--- src/rtl/wasm_isa_pkg.sv ---
// Shared WASM ISA definitions for the fetch/decode stage: opcodes, immediate
// classes, FSM states and the decoded-instruction record.
package wasm_isa_pkg;

   localparam int LEB_MAX_BYTES_DEF = 5;

   localparam logic [7:0] OP_UNREACHABLE = 8'h00;
   localparam logic [7:0] OP_NOP         = 8'h01;
   localparam logic [7:0] OP_BLOCK       = 8'h02;
   localparam logic [7:0] OP_LOOP        = 8'h03;
   localparam logic [7:0] OP_IF          = 8'h04;
   localparam logic [7:0] OP_END         = 8'h0B;
   localparam logic [7:0] OP_BR          = 8'h0C;
   localparam logic [7:0] OP_BR_IF       = 8'h0D;
   localparam logic [7:0] OP_RETURN      = 8'h0F;
   localparam logic [7:0] OP_CALL        = 8'h10;
   localparam logic [7:0] OP_DROP        = 8'h1A;
   localparam logic [7:0] OP_SELECT      = 8'h1B;
   localparam logic [7:0] OP_LOCAL_GET   = 8'h20;
   localparam logic [7:0] OP_GLOBAL_SET  = 8'h24;
   localparam logic [7:0] OP_MEM_FIRST   = 8'h28;
   localparam logic [7:0] OP_MEM_LAST    = 8'h3E;
   localparam logic [7:0] OP_I32_CONST   = 8'h41;
   localparam logic [7:0] OP_NUM_FIRST   = 8'h45;
   localparam logic [7:0] OP_NUM_LAST    = 8'h78;

   typedef enum logic [2:0] {
      IC_NONE, IC_BLOCKTYPE, IC_ULEB, IC_SLEB, IC_MEMARG, IC_ILLEGAL
   } imm_class_e;

   typedef enum logic [2:0] {
      S_IDLE, S_FETCH_OP, S_FETCH_IMM, S_FETCH_IMM2, S_OUT, S_HALT
   } state_e;

   typedef struct packed {
      logic [7:0]  opcode;
      logic [31:0] imm;
      logic [31:0] imm2;
      logic [31:0] pc;
      logic [31:0] next_pc;
      logic        illegal;
   } dec_t;

   function automatic imm_class_e classify(input logic [7:0] op);
      if (op inside {OP_UNREACHABLE, OP_NOP, OP_END, OP_RETURN, OP_DROP, OP_SELECT,
                     [OP_NUM_FIRST:OP_NUM_LAST]})                     return IC_NONE;
      if (op inside {OP_BLOCK, OP_LOOP, OP_IF})                         return IC_BLOCKTYPE;
      if (op inside {OP_BR, OP_BR_IF, OP_CALL, [OP_LOCAL_GET:OP_GLOBAL_SET]}) return IC_ULEB;
      if (op == OP_I32_CONST)                                           return IC_SLEB;
      if (op inside {[OP_MEM_FIRST:OP_MEM_LAST]})                       return IC_MEMARG;
      return IC_ILLEGAL;
   endfunction

endpackage

--- src/rtl/wasm_fetch_decode_if.sv ---
// Byte-memory bus, decoded-instruction handshake and control inputs of the
// fetch/decode stage. master = decoder side, slave = memory/loader/execute side.
interface wasm_fetch_decode_if;
   logic        rom_mapped;
   logic [31:0] first_instruction;
   logic [31:0] mem_addr;
   logic        mem_read_en;
   logic [7:0]  mem_data_out;
   logic        mem_ready;
   logic        instr_valid;
   logic        instr_ready;
   logic [7:0]  instr_opcode;
   logic [31:0] instr_imm;
   logic [31:0] instr_imm2;
   logic [31:0] instr_pc;
   logic [31:0] instr_next_pc;
   logic        instr_illegal;
   logic        redirect_en;
   logic [31:0] redirect_pc;

   modport master (
      input  rom_mapped, first_instruction, mem_data_out, mem_ready, instr_ready,
             redirect_en, redirect_pc,
      output mem_addr, mem_read_en, instr_valid, instr_opcode, instr_imm, instr_imm2,
             instr_pc, instr_next_pc, instr_illegal
   );

   modport slave (
      output rom_mapped, first_instruction, mem_data_out, mem_ready, instr_ready,
             redirect_en, redirect_pc,
      input  mem_addr, mem_read_en, instr_valid, instr_opcode, instr_imm, instr_imm2,
             instr_pc, instr_next_pc, instr_illegal
   );
endinterface

--- src/rtl/wasm_fetch_decode_leb128_acc.sv ---
// LEB128 accumulator: one byte per enable, signed/unsigned, self-clears once
// the value terminates or runs past MAX_BYTES.
module leb128_acc import wasm_isa_pkg::*; #(
   parameter int MAX_BYTES = LEB_MAX_BYTES_DEF
) (
   input  logic        clk,
   input  logic        rst,
   input  logic        clr,
   input  logic        en,
   input  logic        is_signed,
   input  logic [7:0]  byte_in,
   output logic [31:0] value,
   output logic        done,
   output logic        ovf
);
   localparam int CW = $clog2(MAX_BYTES + 1);

   logic [31:0]   acc;
   logic [CW-1:0] cnt;
   logic [7:0]    sh_lo, sh_hi;

   // value is the accumulator including the byte presented this cycle
   always_comb begin
      sh_lo = 8'(cnt) * 8'd7;
      sh_hi = sh_lo + 8'd7;
      value = acc | (32'(byte_in[6:0]) << sh_lo);
      done  = en && !byte_in[7];
      ovf   = en && byte_in[7] && (cnt == CW'(MAX_BYTES - 1));
      if (is_signed && !byte_in[7] && byte_in[6] && (sh_hi < 8'd32))
         value = value | (32'hFFFF_FFFF << sh_hi);
   end

   always_ff @(posedge clk) begin
      if (rst || clr || done || ovf) begin
         acc <= '0;
         cnt <= '0;
      end else if (en) begin
         acc <= value;
         cnt <= cnt + 1'b1;
      end
   end
endmodule

--- src/rtl/wasm_fetch_decode.sv ---
// WASM fetch/decode: one outstanding byte read, decodes opcode + immediates,
// presents one instruction at a time over valid/ready, honours PC redirects.
module wasm_fetch_decode import wasm_isa_pkg::*; #(
   parameter int LEB_MAX_BYTES = LEB_MAX_BYTES_DEF
) (
   input logic                 clk,
   input logic                 rst,
   wasm_fetch_decode_if.master bus
);
   state_e      state;
   imm_class_e  cls_q, cls_in;
   logic [31:0] pc, op_pc, align_q, leb_val;
   logic [7:0]  op_q;
   logic        rd_en, vld;
   dec_t        out_q, fin_dec;
   logic        ack, redir, fin, to_imm, to_imm2, leb_en, leb_done, leb_ovf;

   assign ack    = rd_en && bus.mem_ready;
   assign redir  = bus.redirect_en && (state != S_IDLE);
   assign cls_in = classify(bus.mem_data_out);
   // a byte landing together with a redirect is dropped, never accumulated
   assign leb_en = ack && !redir &&
                   (((state == S_FETCH_IMM) && (cls_q != IC_BLOCKTYPE)) || (state == S_FETCH_IMM2));

   leb128_acc #(.MAX_BYTES(LEB_MAX_BYTES)) u_leb (
      .clk       (clk),
      .rst       (rst),
      .clr       (redir),
      .en        (leb_en),
      .is_signed (cls_q == IC_SLEB),
      .byte_in   (bus.mem_data_out),
      .value     (leb_val),
      .done      (leb_done),
      .ovf       (leb_ovf)
   );

   // fin marks the final byte of an instruction; fin_dec is what OUT will show
   always_comb begin
      fin     = 1'b0;
      to_imm  = 1'b0;
      to_imm2 = 1'b0;
      fin_dec = '{opcode: op_q, imm: 32'd0, imm2: 32'd0, pc: op_pc,
                  next_pc: pc + 32'd1, illegal: 1'b0};
      if (ack) begin
         case (state)
            S_FETCH_OP: begin
               fin_dec.opcode  = bus.mem_data_out;
               fin_dec.pc      = pc;
               fin_dec.illegal = (cls_in == IC_ILLEGAL);
               fin             = (cls_in == IC_NONE) || (cls_in == IC_ILLEGAL);
               to_imm          = !fin;
            end
            S_FETCH_IMM: begin
               if (cls_q == IC_BLOCKTYPE) begin
                  fin         = 1'b1;
                  fin_dec.imm = {24'd0, bus.mem_data_out};
               end else if (leb_ovf) begin
                  fin             = 1'b1;
                  fin_dec.illegal = 1'b1;
               end else if (leb_done) begin
                  to_imm2     = (cls_q == IC_MEMARG);
                  fin         = (cls_q != IC_MEMARG);
                  fin_dec.imm = leb_val;
               end
            end
            S_FETCH_IMM2: begin
               if (leb_ovf) begin
                  fin             = 1'b1;
                  fin_dec.illegal = 1'b1;
               end else if (leb_done) begin
                  fin          = 1'b1;
                  fin_dec.imm  = leb_val;
                  fin_dec.imm2 = align_q;
               end
            end
            default: ;
         endcase
      end
   end

   always_ff @(posedge clk) begin
      if (rst) begin
         state   <= S_IDLE;
         pc      <= '0;
         op_pc   <= '0;
         op_q    <= '0;
         cls_q   <= IC_NONE;
         align_q <= '0;
         rd_en   <= 1'b0;
         vld     <= 1'b0;
         out_q   <= '0;
      end else if (redir) begin
         state <= S_FETCH_OP;
         pc    <= bus.redirect_pc;
         rd_en <= 1'b1;
         vld   <= 1'b0;
      end else begin
         if (ack) pc <= pc + 32'd1;
         if (fin) begin
            out_q <= fin_dec;
            vld   <= 1'b1;
            rd_en <= 1'b0;
            state <= S_OUT;
         end
         case (state)
            S_IDLE: if (bus.rom_mapped) begin
               pc    <= bus.first_instruction;
               rd_en <= 1'b1;
               state <= S_FETCH_OP;
            end
            S_FETCH_OP: if (ack) begin
               op_q  <= bus.mem_data_out;
               op_pc <= pc;
               cls_q <= cls_in;
               if (to_imm) state <= S_FETCH_IMM;
            end
            S_FETCH_IMM: if (to_imm2) begin
               align_q <= leb_val;
               state   <= S_FETCH_IMM2;
            end
            // pc already points past the last immediate byte here
            S_OUT: if (bus.instr_ready) begin
               vld <= 1'b0;
               if (out_q.illegal) state <= S_HALT;
               else begin
                  rd_en <= 1'b1;
                  state <= S_FETCH_OP;
               end
            end
            default: ;
         endcase
      end
   end

   assign bus.mem_addr      = pc;
   assign bus.mem_read_en   = rd_en;
   assign bus.instr_valid   = vld;
   assign bus.instr_opcode  = out_q.opcode;
   assign bus.instr_imm     = out_q.imm;
   assign bus.instr_imm2    = out_q.imm2;
   assign bus.instr_pc      = out_q.pc;
   assign bus.instr_next_pc = out_q.next_pc;
   assign bus.instr_illegal = out_q.illegal;
endmodule

--- src/flat_wrapper.sv ---
// flat-port wrapper written by rule: the top's interface ports become plain ports
module wasm_fetch_decode_flat import wasm_isa_pkg::*;
#(
   parameter int LEB_MAX_BYTES = LEB_MAX_BYTES_DEF
)
  (clk, rst, bus_rom_mapped, bus_first_instruction, bus_mem_data_out, bus_mem_ready, bus_instr_ready, bus_redirect_en, bus_redirect_pc, bus_mem_addr, bus_mem_read_en, bus_instr_valid, bus_instr_opcode, bus_instr_imm, bus_instr_imm2, bus_instr_pc, bus_instr_next_pc, bus_instr_illegal);
  wasm_fetch_decode_if bus_i ();
  input logic clk;
  input logic rst;
  input wire logic [$bits(bus_i.rom_mapped)-1:0] bus_rom_mapped;
  input wire logic [$bits(bus_i.first_instruction)-1:0] bus_first_instruction;
  input wire logic [$bits(bus_i.mem_data_out)-1:0] bus_mem_data_out;
  input wire logic [$bits(bus_i.mem_ready)-1:0] bus_mem_ready;
  input wire logic [$bits(bus_i.instr_ready)-1:0] bus_instr_ready;
  input wire logic [$bits(bus_i.redirect_en)-1:0] bus_redirect_en;
  input wire logic [$bits(bus_i.redirect_pc)-1:0] bus_redirect_pc;
  output wire logic [$bits(bus_i.mem_addr)-1:0] bus_mem_addr;
  output wire logic [$bits(bus_i.mem_read_en)-1:0] bus_mem_read_en;
  output wire logic [$bits(bus_i.instr_valid)-1:0] bus_instr_valid;
  output wire logic [$bits(bus_i.instr_opcode)-1:0] bus_instr_opcode;
  output wire logic [$bits(bus_i.instr_imm)-1:0] bus_instr_imm;
  output wire logic [$bits(bus_i.instr_imm2)-1:0] bus_instr_imm2;
  output wire logic [$bits(bus_i.instr_pc)-1:0] bus_instr_pc;
  output wire logic [$bits(bus_i.instr_next_pc)-1:0] bus_instr_next_pc;
  output wire logic [$bits(bus_i.instr_illegal)-1:0] bus_instr_illegal;
  assign bus_i.rom_mapped = bus_rom_mapped;
  assign bus_i.first_instruction = bus_first_instruction;
  assign bus_i.mem_data_out = bus_mem_data_out;
  assign bus_i.mem_ready = bus_mem_ready;
  assign bus_i.instr_ready = bus_instr_ready;
  assign bus_i.redirect_en = bus_redirect_en;
  assign bus_i.redirect_pc = bus_redirect_pc;
  assign bus_mem_addr = bus_i.mem_addr;
  assign bus_mem_read_en = bus_i.mem_read_en;
  assign bus_instr_valid = bus_i.instr_valid;
  assign bus_instr_opcode = bus_i.instr_opcode;
  assign bus_instr_imm = bus_i.instr_imm;
  assign bus_instr_imm2 = bus_i.instr_imm2;
  assign bus_instr_pc = bus_i.instr_pc;
  assign bus_instr_next_pc = bus_i.instr_next_pc;
  assign bus_instr_illegal = bus_i.instr_illegal;
  wasm_fetch_decode #(.LEB_MAX_BYTES(LEB_MAX_BYTES)) u_core (.clk(clk), .rst(rst), .bus(bus_i));
endmodule
--- config.mk ---
export PLATFORM = sky130hd
export DESIGN_NAME = wasm_fetch_decode_flat
export DESIGN_NICKNAME = d
export VERILOG_FILES = /design/src/rtl/wasm_isa_pkg.sv /design/src/rtl/wasm_fetch_decode_if.sv /design/src/rtl/wasm_fetch_decode_leb128_acc.sv /design/src/rtl/wasm_fetch_decode.sv /design/src/flat_wrapper.sv
export SDC_FILE = /design/constraint.sdc
export NUM_CORES = 1
export LEC_CHECK = 0
export BUFFER_PORTS_ARGS = -buffer_cell sky130_fd_sc_hd__buf_2
export CORE_MARGIN = 3
export CORE_UTILIZATION = 60
export CTS_CLUSTER_DIAMETER = 40
export DETAILED_ROUTE_END_ITERATION = 8
export GPL_TIMING_DRIVEN = 1
export PLACE_DENSITY = 0.95
export RECOVER_POWER = 50
export SETUP_SLACK_MARGIN = 0.4
export SYNTH_ARGS = -nofsm -noshare
export SYNTH_HDL_FRONTEND = slang
export SYNTH_SLANG_ARGS = --single-unit
--- constraint.sdc ---
create_clock -name clk -period 8.85 [get_ports clk]
set_clock_uncertainty 0.15 [all_clocks]
set_input_delay 1.77 -clock clk [delete_from_list [all_inputs] [get_ports clk]]
set_output_delay 1.77 -clock clk [all_outputs]
set_load 0.02 [all_outputs]
**Yosys cells after proc, flatten, opt, wreduce, memory -nomap -nowiden**

Cells that the tools add are included.

- $add $sub $neg: 3
- Multiply operators: 1
- Magnitude comparators: 7
- Equality and inequality tests: 23
- Shift operators: 2
- Mux-type cells: 76
- Bitwise operators: 3
- Reductions and logical operators: 33

Operator list:

| cell | number |
|---|---|
| $mux 32 | 10 |
| $mux 64 | 2 |
| $mux 104 | 1 |
| $or 32x32->32 | 2 |
| $pmux 32 s2 | 1 |
| $mux 3 | 17 |
| $mux 1 | 40 |
| $add 32x1->32 const B | 1 |
| $eq 8x4->1 const B | 4 |
| $shl 32x7->32 const A | 1 |
| $shl 7x6->32 | 1 |
| $eq 8x5->1 const B | 3 |
| $eq 8x2->1 const B | 2 |
| $ge 8x6->1 const B | 2 |
| $le 8x6->1 const B | 2 |
| $logic_and 1x1->1 | 14 |
| $eq 3x3->1 const B | 4 |
| $pmux 3 s4 | 1 |
| $eq 3x2->1 const B | 3 |
| $eq 8x1->1 const B | 1 |
| $eq 8x3->1 const B | 1 |
| $eq 8x7->1 const B | 1 |
| $ge 8x7->1 const B | 1 |
| $le 8x7->1 const B | 1 |
| other kinds (21) | 32 |

- Flip-flop bits (word level): 284
- Input bits: 78
- Output and inout port bits: 171
- Word-level logic and storage cells: 165

**Depth between registers and ports, before layout**

Gate-level depths: netlist of the first run.

- Word-level depth: 28
- Depth in mapped cells: 14
- Gate-level depth less buffers: 12

**Hierarchy**

Synthesis of the first run repeated with hierarchy kept, for this count alone.

- Cell total of the unflattened synthesis: 1,694
- Area total of the unflattened synthesis: 13,810.7 sq um

Modules (own cells, without submodules):

| module | instances | cells an instance | area each (sq um) | sequential area each (sq um) |
|---|---|---|---|---|
| wasm_fetch_decode | 1 | 1,448 | 11,746.3 | 4,984.8 |
| leb128_acc | 1 | 246 | 2,064.5 | 700.7 |

**Worst setup path before layout of the first run**

No wires, ideal clock.

- Path kind: input to register
- Start point: input port bus_mem_data_out[4]
- End point: register u_core.out_q (netlist bit u_core.bus.instr_next_pc[20])
- Library setup time: 87 ps
- Data arrival time: 3,594 ps
- Required time: 8,613 ps
- Path slack: 5,019 ps
- Stages: 9
- Path buffers: 4
- Cell sequence: clkbuf_1 nor2_1 a2111oi_1 o2111ai_1 a32o_1 buf_4 buf_6 buf_2 a211oi_1

- Longest elaborated chain between the ends: 17
- Elaborated cells on any way between the ends: 55
- Those cells by class: order compare (6); eq/ne (13); mux (26); reduce/logical (10)

RTL lines:

| item | line | source |
|---|---|---|
| from (decl) | flat_wrapper.sv:12 | `input wire logic [$bits(bus_i.mem_data_out)-1:0] bus_mem_data_out;` |
| $ge 8x6->1 or $le 8x6->1 (tied branches) | wasm_isa_pkg.sv:50 | `if (op inside {[OP_MEM_FIRST:OP_MEM_LAST]}) return IC_MEMARG;` |
| $logic_and 1x1->1 | wasm_isa_pkg.sv:50 |  |
| $mux 1 (2 in series) | wasm_isa_pkg.sv:50 |  |
| $mux 1 | wasm_isa_pkg.sv:49 | `if (op == OP_I32_CONST) return IC_SLEB;` |
| $mux 1 | wasm_isa_pkg.sv:48 | `if (op inside {OP_BR, OP_BR_IF, OP_CALL, [OP_LOCAL_GET:OP_GLOBAL_SET]}) return IC_ULEB;` |
| $mux 1 | wasm_isa_pkg.sv:47 | `if (op inside {OP_BLOCK, OP_LOOP, OP_IF}) return IC_BLOCKTYPE;` |
| $mux 3 | wasm_isa_pkg.sv:51 | `return IC_ILLEGAL;` |
| $mux 3 | wasm_isa_pkg.sv:50 |  |
| $mux 3 | wasm_isa_pkg.sv:49 |  |
| $mux 3 | wasm_isa_pkg.sv:48 |  |
| $mux 3 (*) | wasm_isa_pkg.sv:47 |  |
| $eq 3x3->1 or $logic_not 3->1 (tied branches) | wasm_fetch_decode.sv:50 | `fin = (cls_in == IC_NONE) \|\| (cls_in == IC_ILLEGAL);` |
| $logic_or 1x1->1 (*) | wasm_fetch_decode.sv:50 |  |
| $pmux 1 s3 (*) | wasm_fetch_decode.sv:45 | `case (state)` |
| $mux 1 (*) | wasm_fetch_decode.sv:44 | `if (ack) begin` |
| $reduce_and 2->1 (no source line) (*) | -- |  |
| to (signal assigned) | wasm_fetch_decode.sv:100 | `out_q <= fin_dec;` |
| to (decl) | wasm_fetch_decode.sv:15 | `dec_t out_q, fin_dec;` |

Mark *: on every way between the ends. The rest lies on a longest branch, timed or not. The select of a mux whose other input is x is not followed.
A chain may end at the register's enable or synchronous reset.

**Final worst setup path of the first run**

- Start point: input port bus_redirect_en
- End point: register u_core.u_leb.acc[10]

- Longest elaborated chain between the ends: 7
- Elaborated cells on any way between the ends: 10
- Those cells by class: reduce/logical (10)

RTL lines:

| item | line | source |
|---|---|---|
| from (decl) | flat_wrapper.sv:15 | `input wire logic [$bits(bus_i.redirect_en)-1:0] bus_redirect_en;` |
| $logic_and 1x1->1 (*) | wasm_fetch_decode.sv:19 | `assign redir = bus.redirect_en && (state != S_IDLE);` |
| $logic_not 1->1 | wasm_fetch_decode.sv:22 | `assign leb_en = ack && !redir &&` |
| $logic_and 1x1->1 (2 in series) | wasm_fetch_decode.sv:22 |  |
| $logic_and 1x1->1 (on tied branches) | wasm_fetch_decode_leb128_acc.sv:27, wasm_fetch_decode_leb128_acc.sv:28 |  |
| $logic_or 1x1->1 or $logic_and 1x1->1 (tied branches) | wasm_fetch_decode_leb128_acc.sv:34, wasm_fetch_decode_leb128_acc.sv:28 |  |
| $logic_or 1x1->1 | wasm_fetch_decode_leb128_acc.sv:34 | `if (rst \|\| clr \|\| done \|\| ovf) begin` |
| to (signal assigned) | wasm_fetch_decode_leb128_acc.sv:38 | `acc <= value;` |
| to (decl) | wasm_fetch_decode_leb128_acc.sv:18 | `logic [31:0] acc;` |

Mark *: on every way between the ends. The rest lies on a longest branch, timed or not.

==> metrics.md, run 1 <==
| Metric | Value |
|---|---|
| Hold slack | between 0.3 and 0.4 ns |
| Cell area after synthesis | ~13000 um2 |
| Pwr Density | between 200 and 250 nW/um2 |
| Synth area leader | dfxtp_1 |
| Antenna violations before repair | 1 |
| Final instance area | between 10000 and 15000 um2 |
| Area growth, synth to finish | 16.4% |
| DR vias | around 13000 |
| R2R setup slack | roughly 3.5 ns |
| Failing checks | max-capacitance violations, max-slew violations |
| Root Driver | clkbuf_16 |
| TritonRoute pass-1 iters | 6 |
| Final worst path period share | 0.727 |
| Dominant synthesized flop cell | dfxtp_1 |
| Largest net degree at the start of global routing | around 100 |
| Slew @ Worst Pin | around 4.7 ns |
| Critical path endpoint category | flop |
| Antenna-violating nets left | 0 |
| Number of port buffers | between 200 and 250 |
| Clk slew on worst S/H paths | 0.06 ns |
| Top sig layer | met4 |
| Crit Path Category | in -> reg |
| # H-tree levels | 2 |
| Fmax | 155 MHz |
| Die Width | between 150 and 200 um |
| Number of global-route vias before repair | approximately 12000 |
| Synth area leaders | dfxtp_1 (44%), nor2_1 (7.4%), nand2_1 (6.6%) |
| Leakage power | 5.35 nW |
| Setup WS post-layout | approximately 2.4 ns |
| Post-CTS Setup Inserts | 0 |
| Final WL | ~42000 um |
| Metal3 WL | 5030 um |
| Max Cap Viol | 4 |
| 1st-iter DRT viols | 1882 |
| Top cell type's share of synthesized area | 0.444 |
| Initial Utilization | 0.621 |
| Worst R2R End | u_core.u_leb.acc[10] |
| Synth cell count leaders | dfxtp_1 (284), nor2_1 (254), nand2_1 (225) |
| Die height | 152 um |
| CTS Hold Buffers Added | 0 |
| Vias per cell | 6.48 |
| Routability Congestion | between 0.9 and 1 |
| CTS sink count | 284 |
| Critical path fanouts, max | 45 |
| Met2 WL | approximately 19000 um |
| Reg2Reg Depth | 5 |
| Asr flop ratio synth | 0 |
| Worst Path Arrival | between 6 and 7 ns |
| DP Worst Slack | between 3 and 4 ns |
| Hold Startpoint | u_core.bus.instr_imm[22] |
| Yosys cell types | 70 |
| Worst path required time | around 9.1 ns |
| Hold Crit Class | reg -> reg |
| Sum Neg Setup Slack | 0 ns |
| Full die area | 23100 um2 |
| Cell count after synthesis | between 1500 and 2000 |
| Hold depth | 2 |
| Total GRT Usage | 0.339 |
| NumNets Final | between 1500 and 2000 |
| Final Slew Violations | 236 |
| Yosys reg bits | about 280 |
| Final setup viols | 0 |
| Post-CTS resize count | 0 |
| Layout Utilization | 0.723 |
| Minimum clock period | ~6.4 ns |
| Sequential-to-total area share from yosys stat | 0.444 |
| Max_slew headroom | -2.14 |
| Layout cells sized above 1 | 0.105 |
| Worst Hold Path EP | u_core.bus.instr_imm[22] |
| Num ports | 249 |
| Fillcell total | 1491 |
| CP startpoint | bus_redirect_en |
| CTS tree | yes |
| Hold Vio Cnt, Final | 0 |
| Avg Inst Size Synth | approximately 8.2 um2 |
| Synth Warn # | 0 |
| VDD IR-drop max | about 0.00014 V |
| Top-count cell post-synth | dfxtp_1 |
| Hpwl dp | roughly 27000 um |
| Number of remaining DRC errors | 0 |
| First-pass GRT wire length | roughly 66000 um |
| Met1 Routed Length | between 15000 and 20000 um |
| RSZ-0062 raised after global routing | no |
| EDFF count, synth | 0 |
| Startpoint type of the worst setup path | primary input |
| Core footprint | around 21000 um2 |
| Placed Area | approximately 14000 um2 |
| DR WL/cell | around 21 um |
| Critical R2R Launch | u_core.state[2] |
| CTS Buffer Depth | 3 |
| GR Overflow Total | 0 |
| # rows | between 50 and 60 |
| Mapped Nets | ~1600 |
| CTS Buf Count | 37 |
| Clock Latency Late Sink | between 0.5 and 0.6 ns |
| Status | complete, but fails checks |
-- cell usage in the layout, fill, tap and decap left out, types with 23 or more instances in the layout --
master     synthesis  routed
a21oi_1          105     105
clkbuf_16          0      38
o21ai_0           23      23
a22oi_1           38      38
nand3_1           37      37
a211oi_1          49      49
dfxtp_1          284     284
buf_2             19      73
nor2_1           254     251
nand2_1          225     225
nor3_1            56      56
xnor2_1           42      42
clkbuf_1         108     178
a311oi_1          37      37
-- metrics by stage --
| stage | power (mW) | instances |
|---|---|---|
| floorplan | 1.58 | 1556 |
| global placement | 1.67 | 1940 |
| detailed placement | 1.68 | 1940 |
| CTS | 3.21 | 2004 |
| global route | 3.30 | 2005 |
| finish | 3.22 | 2005 |
-- worst max path at each step --
stage | end | slack, ns | cells after the start
2_1_floorplan | u_core.bus.instr_next_pc[20] | 5.02 | 9
3_3_place_gp | u_core.bus.instr_pc[15] | 3.68 | 9
3_5_place_dp | u_core.bus.instr_next_pc[12] | 3.51 | 9
4_1_cts | u_core.bus.instr_next_pc[12] | 3.92 | 9
5_1_grt | u_core.u_leb.acc[29] | 2.20 | 6
6_report | u_core.u_leb.acc[10] | 2.42 | 6
-- registers in the layout (all words and copies together), names as in the netlist --
signal / cells
u_core.bus.mem_addr: 32
u_core.cls_q: 3
u_core.bus.instr_pc: 32
u_core.bus.instr_opcode: 8
u_core.u_leb.acc: 32
u_core.bus.instr_valid: 1
u_core.op_pc: 32
u_core.bus.instr_next_pc: 32
u_core.bus.mem_read_en: 1
u_core.u_leb.cnt: 3
u_core.op_q: 8
u_core.align_q: 32
u_core.bus.instr_illegal: 1
u_core.bus.instr_imm: 32
u_core.state: 3
u_core.bus.instr_imm2: 32
-- kinds of logic (layout without fill, tap and decap cells) --
| family | after synthesis | after routing | synth area share |
|---|---|---|---|
| other cells | 0 | 1 | 0 |
| simple gates | 663 | 663 | 0.230 |
| compound gates | 372 | 372 | 0.214 |
| buf+inv | 161 | 339 | 0.0552 |
| flops | 284 | 284 | 0.444 |
| fa+ha+maj | 15 | 15 | 0.0147 |
| xor+xnor | 61 | 61 | 0.0417 |
-- report_power, final --
group / total, mW / switching, mW / internal (mW)
clock: 1.56 / 0.591 / 0.965
combinational: 0.285 / 0.195 / 0.0908
sequential: 1.38 / 0.0635 / 1.31
-- worst max-delay path, cell delays in order --
cell	delay, ns
clkbuf_1	0.25
inv_1	0.21
nor2_1	2.40
nor2_1	0.91
o21ai_1	0.93
nor3_1	0.16
-- cell type report --
class / count / area, um2 / area share
diodes: 1 / 2.50 / 0.000168
clock buffers: 42 / 996 / 0.0668
clock inverters: 22 / 290 / 0.0195
inverters: 16 / 60.1 / 0.00403
multi-input cells: 1111 / 6440 / 0.432
flip-flops and latches: 284 / 5690 / 0.381
well taps: 270 / 338 / 0.0227
repair buffers: 259 / 1100 / 0.0739
-- layer usage --
| layer | vias to the layer above | global-route usage |
|---|---|---|
| met4 | 0 | 0.167 |
| met3 | 199 | 0.0916 |
| met5 | - | 0 |
| met2 | 994 | 0.539 |
| met1 | 6019 | 0.426 |
| li1 | 5790 | - |
No activity file was read; power rests on OpenSTA's default activity.
==> run 2: changes to the inputs <==
CORE_UTILIZATION = 56   (was 60)
PLACE_DENSITY = 0.91   (was 0.95)
clock period = 6.6 ns   (was 8.85 ns; I/O delays follow)
==> metrics.md, run 2 (same netlist as run 1, synthesis figures left out) <==
| Metric | Value |
|---|---|
| Commonest non-fill, non-tap cells in the layout | dfxtp_1 (284), nor2_1 (250), nand2_1 (225) |
| Largest net degree at the start of global routing | 100 (-2.0%) |
| Final Slew Violations | 136 (-42%) |
| Status | complete, but fails checks |
| Final cell count without fillers | 2016 (+0.55%) |
| Leakage power | 5.34 nW (-0.19%) |
| R2R setup slack | 1.95 ns (-1.54 ns) |
| GR Overflow Total | 0 (unchanged) |
| NumNets Final | 1801 (-0.055%) |
| Antenna violations before repair | 3 (+2) |
| Max_slew headroom | -0.951 (+1.19) |
| Worst Path Arrival | 5.27 ns (-1.36 ns) |
| Die Width | 157 um (+3.4%) |
| Placed Area | 13900 um2 (+0.20%) |
| Hold Crit Class | reg -> reg |
| Reg2Reg Depth | 5 (unchanged) |
| Total GRT Usage | 0.306 (-0.0323) |
| Slew @ Worst Pin | 2.92 ns (-1.79 ns) |
| CTS Hold Buffers Added | 0 (unchanged) |
| Most common cell after layout, fill and taps aside | dfxtp_1 |
| Sum Neg Setup Slack | 0 ns (unchanged) |
| VDD IR-drop max | 0.000214 V (+54%) |
| CTS tree | yes |
| Final worst path period share | 0.755 |
| Met1 Routed Length | 15100 um (-2.5%) |
| Hold Vio Cnt, Final | 0 (unchanged) |
| Worst Hold Path EP | u_core.op_pc[11] |
| Area growth, synth to finish | 16.5% (about the same) |
| Critical R2R Launch | u_core.state[0] |
| Startpoint type of the worst setup path | primary input |
| 1st-iter DRT viols | 1569 (-17%) |
| Hold depth | 2 (unchanged) |
| CTS Buf Count | 36 (-2.7%) |
| # H-tree levels | 2 (unchanged) |
| Critical path fanouts, max | 48 (+6.7%) |
| Clock Latency Late Sink | 0.52 ns (about the same) |
| Setup WS post-layout | 1.61 ns (-0.801 ns) |
| Metal3 WL | 3890 um (-23%) |
| Max Cap Viol | 3 (-1) |
| Layout Utilization | 0.673 (-0.0499) |
| Critical path endpoint category | flop |
| Full die area | 24700 um2 (+6.9%) |
| Num ports | 249 (unchanged) |
| Number of global-route vias before repair | 11800 (-3.3%) |
| Fmax | 201 MHz |
| Core footprint | 22200 um2 (+7.4%) |
| Root Driver | clkbuf_16 |
| DR WL/cell | 20.0 um (-4.3%) |
| Pwr Density | 284 nW/um2 (+31%) |
| Final instance area | 14900 um2 (about the same) |
| Worst R2R End | u_core.op_pc[14] |
| Worst path required time | 6.89 ns (-2.16 ns) |
| Final WL | 40300 um (-3.8%) |
| First-pass GRT wire length | 61500 um (-6.1%) |
| Die height | 157 um (+3.4%) |
| Initial Utilization | 0.578 (-0.0430) |
| Pwr Total | 4.23 mW (+32%) |
| Hpwl dp | 26200 um (-3.8%) |
| Failing checks | max-capacitance violations, max-slew violations |
| Hold slack | 0.304 ns (+0.000569 ns) |
| Top sig layer | met5 |
| CTS Buffer Depth | 3 (unchanged) |
| Clk slew on worst S/H paths | 0.06 ns (about the same) |
| Vias per cell | 6.29 (-3.0%) |
| Minimum clock period | ~5 ns |
| Routability Congestion | 0.914 (+0.67%) |
| Met2 WL | 19200 um (+1.4%) |
| Post-CTS Setup Inserts | 0 (unchanged) |
| # rows | 54 (+3.8%) |
| Number of port buffers | 248 (unchanged) |
| DP Worst Slack | 1.93 ns (-1.58 ns) |
| TritonRoute pass-1 iters | 5 (-1) |
| Layout cells sized above 1 | 0.104 (-0.000577) |
| Hold Startpoint | u_core.op_pc[11] |
| Crit Path Category | in -> reg |
| DR vias | 12700 (-2.5%) |
| Post-CTS resize count | 0 (unchanged) |
| Antenna-violating nets left | 0 (unchanged) |
| Final setup viols | 0 (unchanged) |
| Number of remaining DRC errors | 0 (unchanged) |
| RSZ-0062 raised after global routing | no |
| CTS sink count | 284 (unchanged) |
| Placed cell count | 1950 (+0.52%) |
## run 2: final cells by class
cell class,count,area (um2)
fill,1767,7250
multi-input combinational,1111,6450
sequential,284,5690
timing repair buffer,259,1120
clock buffer,46,1020
tap,280,350
clock inverter,18,219
inverter,16,60.1
antenna,2,5.00
## run 2: worst max-delay path by stage
stage                        startpoint                      endpoint  slack (ns)  depth (start not counted)
floorplan           u_core.u_leb.cnt[1]       u_core.bus.instr_imm[5]        3.19                         12
global placement        bus_redirect_en   u_core.bus.instr_next_pc[8]        2.03                          7
detailed placement      bus_redirect_en  u_core.bus.instr_next_pc[12]        1.93                          7
CTS                     bus_redirect_en   u_core.bus.instr_next_pc[0]        2.42                          7
global route              bus_mem_ready              u_core.op_pc[14]        1.31                          7
finish                    bus_mem_ready              u_core.op_pc[14]        1.61                          7
## run 2: layer usage
metal | vias to the layer above | track usage
met5 | - | 0
li1 | 5795 | -
met3 | 159 | 0.0715
met2 | 751 | 0.513
met4 | 2 | 0.155
met1 | 5968 | 0.369
## run 2: where the power goes
part / total (mW) / switching [mW] / leakage (nW) / internal [mW]
clock network: 2.01 / 0.782 / 0.596 / 1.23
logic: 0.378 / 0.258 / 2.45 / 0.121
registers: 1.84 / 0.0831 / 2.30 / 1.76
total: 4.23 / 1.12 / 5.34 / 3.11
## run 2: worst max-delay path: stages
cell and delay (ns):
clkbuf_1 0.12, nand2_1 0.10, buf_4 0.24, or2_2 0.71, nor2_1 2.30, nand2_1 0.23, a21oi_1 0.23
==> run 3: changes to the inputs <==
ABC_AREA = 1   (was default)
CORE_UTILIZATION = 51   (was 56)
PLACE_DENSITY = 0.87   (was 0.91)
clock period = 4.2 ns   (was 6.6 ns; I/O delays follow)
==> metrics.md, run 3 <==
| Metric | Value |
|---|---|
| Status | finished clean |
| Final WL | 45900 um (+14%) |
| Final worst path period share | 0.884 |
| Final Slew Violations | 0 (-100%) |
| Max_slew headroom | 0.103 (+1.05) |
| Family with the most delay on the worst path | simple AND/OR/NAND/NOR gates |
| Reg2Reg Depth | 13 (+8) |
| Yosys reg bits | 284 (unchanged) |
| Worst path slowest cell | dfxtp_1 |
| Startpoint type of the worst setup path | flop |
| Worst path cell trace | inv_1 > nand3_1 > nand3_1 > buf_4 > nor2_1 > nand2_1 > nand2_1 > a21oi_1 > nand2_4 > nand3_2 > buf_12 > nand2_1 > a21oi_1 |
| Pwr Density | 434 nW/um2 (+53%) |
| Initial Utilization | 0.520 (-0.0581) |
| CTS Buffer Depth | 3 (unchanged) |
| Synth cell count leaders | nand2_1 (481), dfxtp_1 (284), a21oi_1 (231) |
| Commonest non-fill, non-tap cells in the layout | nand2_1 (481), dfxtp_1 (283), a21oi_1 (231) |
| NumNets Final | 2231 (+24%) |
| Hold Vio Cnt, Final | 0 (unchanged) |
| Sequential-to-total area share from yosys stat | 0.420 (-0.0242) |
| Area growth, synth to finish | 18.2% |
| Fillcell total | 2390 (+35%) |
| Layout cells sized above 1 | 0.0923 (-0.0121) |
| CTS Hold Buffers Added | 0 (unchanged) |
| Cell count after synthesis | 1962 (+26%) |
| Synth area leader | dfxtp_1 |
| # H-tree levels | 2 (unchanged) |
| Slowest Stage Delay on Critical Path | 0.69 ns (-1.61 ns) |
| DR vias | 14500 (+15%) |
| EDFF count, synth | 0 (unchanged) |
| Full die area | 28500 um2 (+15%) |
| Number of remaining DRC errors | 0 (unchanged) |
| Dominant synthesized flop cell | dfxtp_1 |
| 1st-iter DRT viols | 1713 (+9.2%) |
| Hold slack | 0.302 ns (-0.00202 ns) |
| Top cell type's share of synthesized area | 0.420 (-0.0242) |
| Worst Path Arrival | 3.94 ns (-1.33 ns) |
| Antenna-violating nets left | 0 (unchanged) |
| Hold Crit Class | reg -> reg |
| Asr flop ratio synth | 0 (unchanged) |
| Clk slew on worst S/H paths | 0.06 ns (about the same) |
| Worst R2R End | u_core.bus.instr_imm2[5] |
| Die Width | 169 um (+7.5%) |
| CTS tree | yes |
| Synth Warn # | 0 (unchanged) |
| Most common cell after layout, fill and taps aside | nand2_1 |
| TritonRoute pass-1 iters | 8 (+3) |
| GR Overflow Total | 0 (unchanged) |
| Clock Latency Late Sink | 0.52 ns (about the same) |
| Core footprint | 26100 um2 (+18%) |
| Vias per cell | 5.80 (-7.8%) |
| Leakage power | 6.48 nW (+21%) |
| Top cell by count, worst path | nand2_1 |
| Top-count cell post-synth | nand2_1 |
| Cell area after synthesis | 13500 um2 (+5.8%) |
| Avg Inst Size Synth | 6.90 um2 (-16%) |
| Sequential share of power | 0.410 (-0.025) |
| Minimum clock period | approximately 3.7 ns |
| CTS sink count | 284 (unchanged) |
| Hold Startpoint | u_core.u_leb.acc[3] |
| Synth area leaders | dfxtp_1 (42%), nand2_1 (13%), a21oi_1 (8.5%) |
| Worst path required time | 4.43 ns (-2.46 ns) |
| Hold depth | 2 (unchanged) |
| Die height | 169 um (+7.5%) |
| Max Cap Viol | 0 (-3) |
| Worst Hold Path EP | u_core.u_leb.acc[3] |
| CTS Buf Count | 38 (+5.6%) |
| First-pass GRT wire length | 72000 um (+17%) |
| VDD IR-drop max | 0.000368 V (+72%) |
| R2R setup slack | 0.49 ns (-1.46 ns) |
| # rows | 59 (+9.3%) |
| Slew @ Worst Pin | 1.35 ns (-1.57 ns) |
| Final setup viols | 0 (unchanged) |
| DR WL/cell | 18.3 um (-8.2%) |
| Switching pwr | 1.92 mW (+71%) |
| Total GRT Usage | 0.308 (+0.00179) |
| Clock share of power | 0.480 (+0.005) |
| Routability Congestion | 0.962 (+5.3%) |
| Root Driver | clkbuf_16 |
| Num ports | 249 (unchanged) |
| Multi-input logic area | 6640 um2 (+2.8%) |
| Largest net degree at the start of global routing | 108 (+8.0%) |
| Combinational group share of total power | 0.110 (+0.021) |
| Number of port buffers | 248 (unchanged) |
| Crit Path Category | reg -> reg |
| Number of global-route vias before repair | 13500 (+14%) |
| Yosys cell types | 42 (-40%) |
| Total internal power | 5.03 mW (+62%) |
| Fmax | 269 MHz |
| Net Sw Frac | 0.277 (+0.0113) |
| Critical R2R Launch | u_core.state[0] |
| Antenna violations before repair | 0 (-3) |
| Hpwl dp | 31500 um (+20%) |
| Sum Neg Setup Slack | 0 ns (unchanged) |
| Sequential Area | 5690 um2 (about the same) |
| Critical path fanouts, max | 58 (+21%) |
| Critical path endpoint category | flop |
| Buf/Inv on CP | 3 (+1) |
| Mapped Nets | 2055 (+25%) |
| RSZ-0062 raised after global routing | no |
run 3: worst max path at each step:
| stage | start | endpoint | slack, ns | depth (start not counted) |
|---|---|---|---|---|
| after detailed placement | u_core.u_leb.cnt[1] | u_core.bus.instr_imm[6] | 0.46 | 14 |
| after floorplan | u_core.u_leb.cnt[0] | u_core.bus.instr_imm[6] | 0.84 | 17 |
| after global placement | u_core.u_leb.cnt[1] | u_core.bus.instr_imm[6] | 0.58 | 14 |
| final | u_core.state[0] | u_core.bus.instr_imm2[5] | 0.49 | 13 |
| after CTS | u_core.u_leb.cnt[1] | u_core.bus.instr_imm[4] | 0.41 | 14 |
| after global routing | u_core.state[0] | u_core.bus.instr_imm2[5] | 0.23 | 13 |
run 3: stage by stage:
step	utilization	cell area, um2	cells	power, mW	setup slack [ns]
after global placement	0.572	14900	2432	3.64	0.575
final	0.614	16000	2503	6.95	0.487
after floorplan	-	13500	1962	3.38	0.845
after detailed placement	0.572	14900	2432	3.66	0.456
after global routing	0.614	16000	2502	7.16	0.227
after CTS	0.623	16200	2501	6.96	0.408
run 3: cell families after synthesis:
group / Yosys count / share of synthesized area
XOR/XNOR: 30 / 0.0194
buffers and inverters: 313 / 0.0918
adder cells (fa/ha/maj): 15 / 0.0139
AND/OR/NAND/NOR: 849 / 0.269
AO/OA/AOI/OAI: 471 / 0.186
flip-flops: 284 / 0.420
run 3: power by group through the flow:
stage / clock (mW) / combinational (mW) / sequential, mW
after global placement: 0 / 0.739 / 2.90
after detailed placement: 0 / 0.756 / 2.90
final: 3.34 / 0.763 / 2.85
after CTS: 3.35 / 0.764 / 2.85
after floorplan: 0 / 0.435 / 2.95
after global routing: 3.48 / 0.827 / 2.86
run 3: worst min-delay path, cell delays in order, from the launching register on:
cell	delay (ns)
dfxtp_1	0.30
inv_1	0.06
a21oi_1	0.05
run 3: final cells by class:
| type | count | area share |
|---|---|---|
| flip-flops and latches | 284 | 0.355 |
| multi-input cells | 1365 | 0.414 |
| repair buffers | 272 | 0.0801 |
| inverters | 177 | 0.0417 |
| well taps | 335 | 0.0262 |
| clock inverters | 21 | 0.0159 |
| clock buffers | 48 | 0.0662 |
| diodes | 1 | 0.000156 |
run 3: layer usage:
layer	global-route usage	vias up	share of wire
met5	0	-	0
met2	0.480	823	0.44
met3	0.0850	151	0.11
met1	0.406	6670	0.41
li1	-	6871	-
met4	0.124	0	0.040
run 3: timing repair:
| item | 4_1_cts | 5_1_grt |
|---|---|---|
| setup endpoints to repair | 0 | 21 |
| setup buffers | 0 | 1 |
| resized for setup | 0 | 4 |
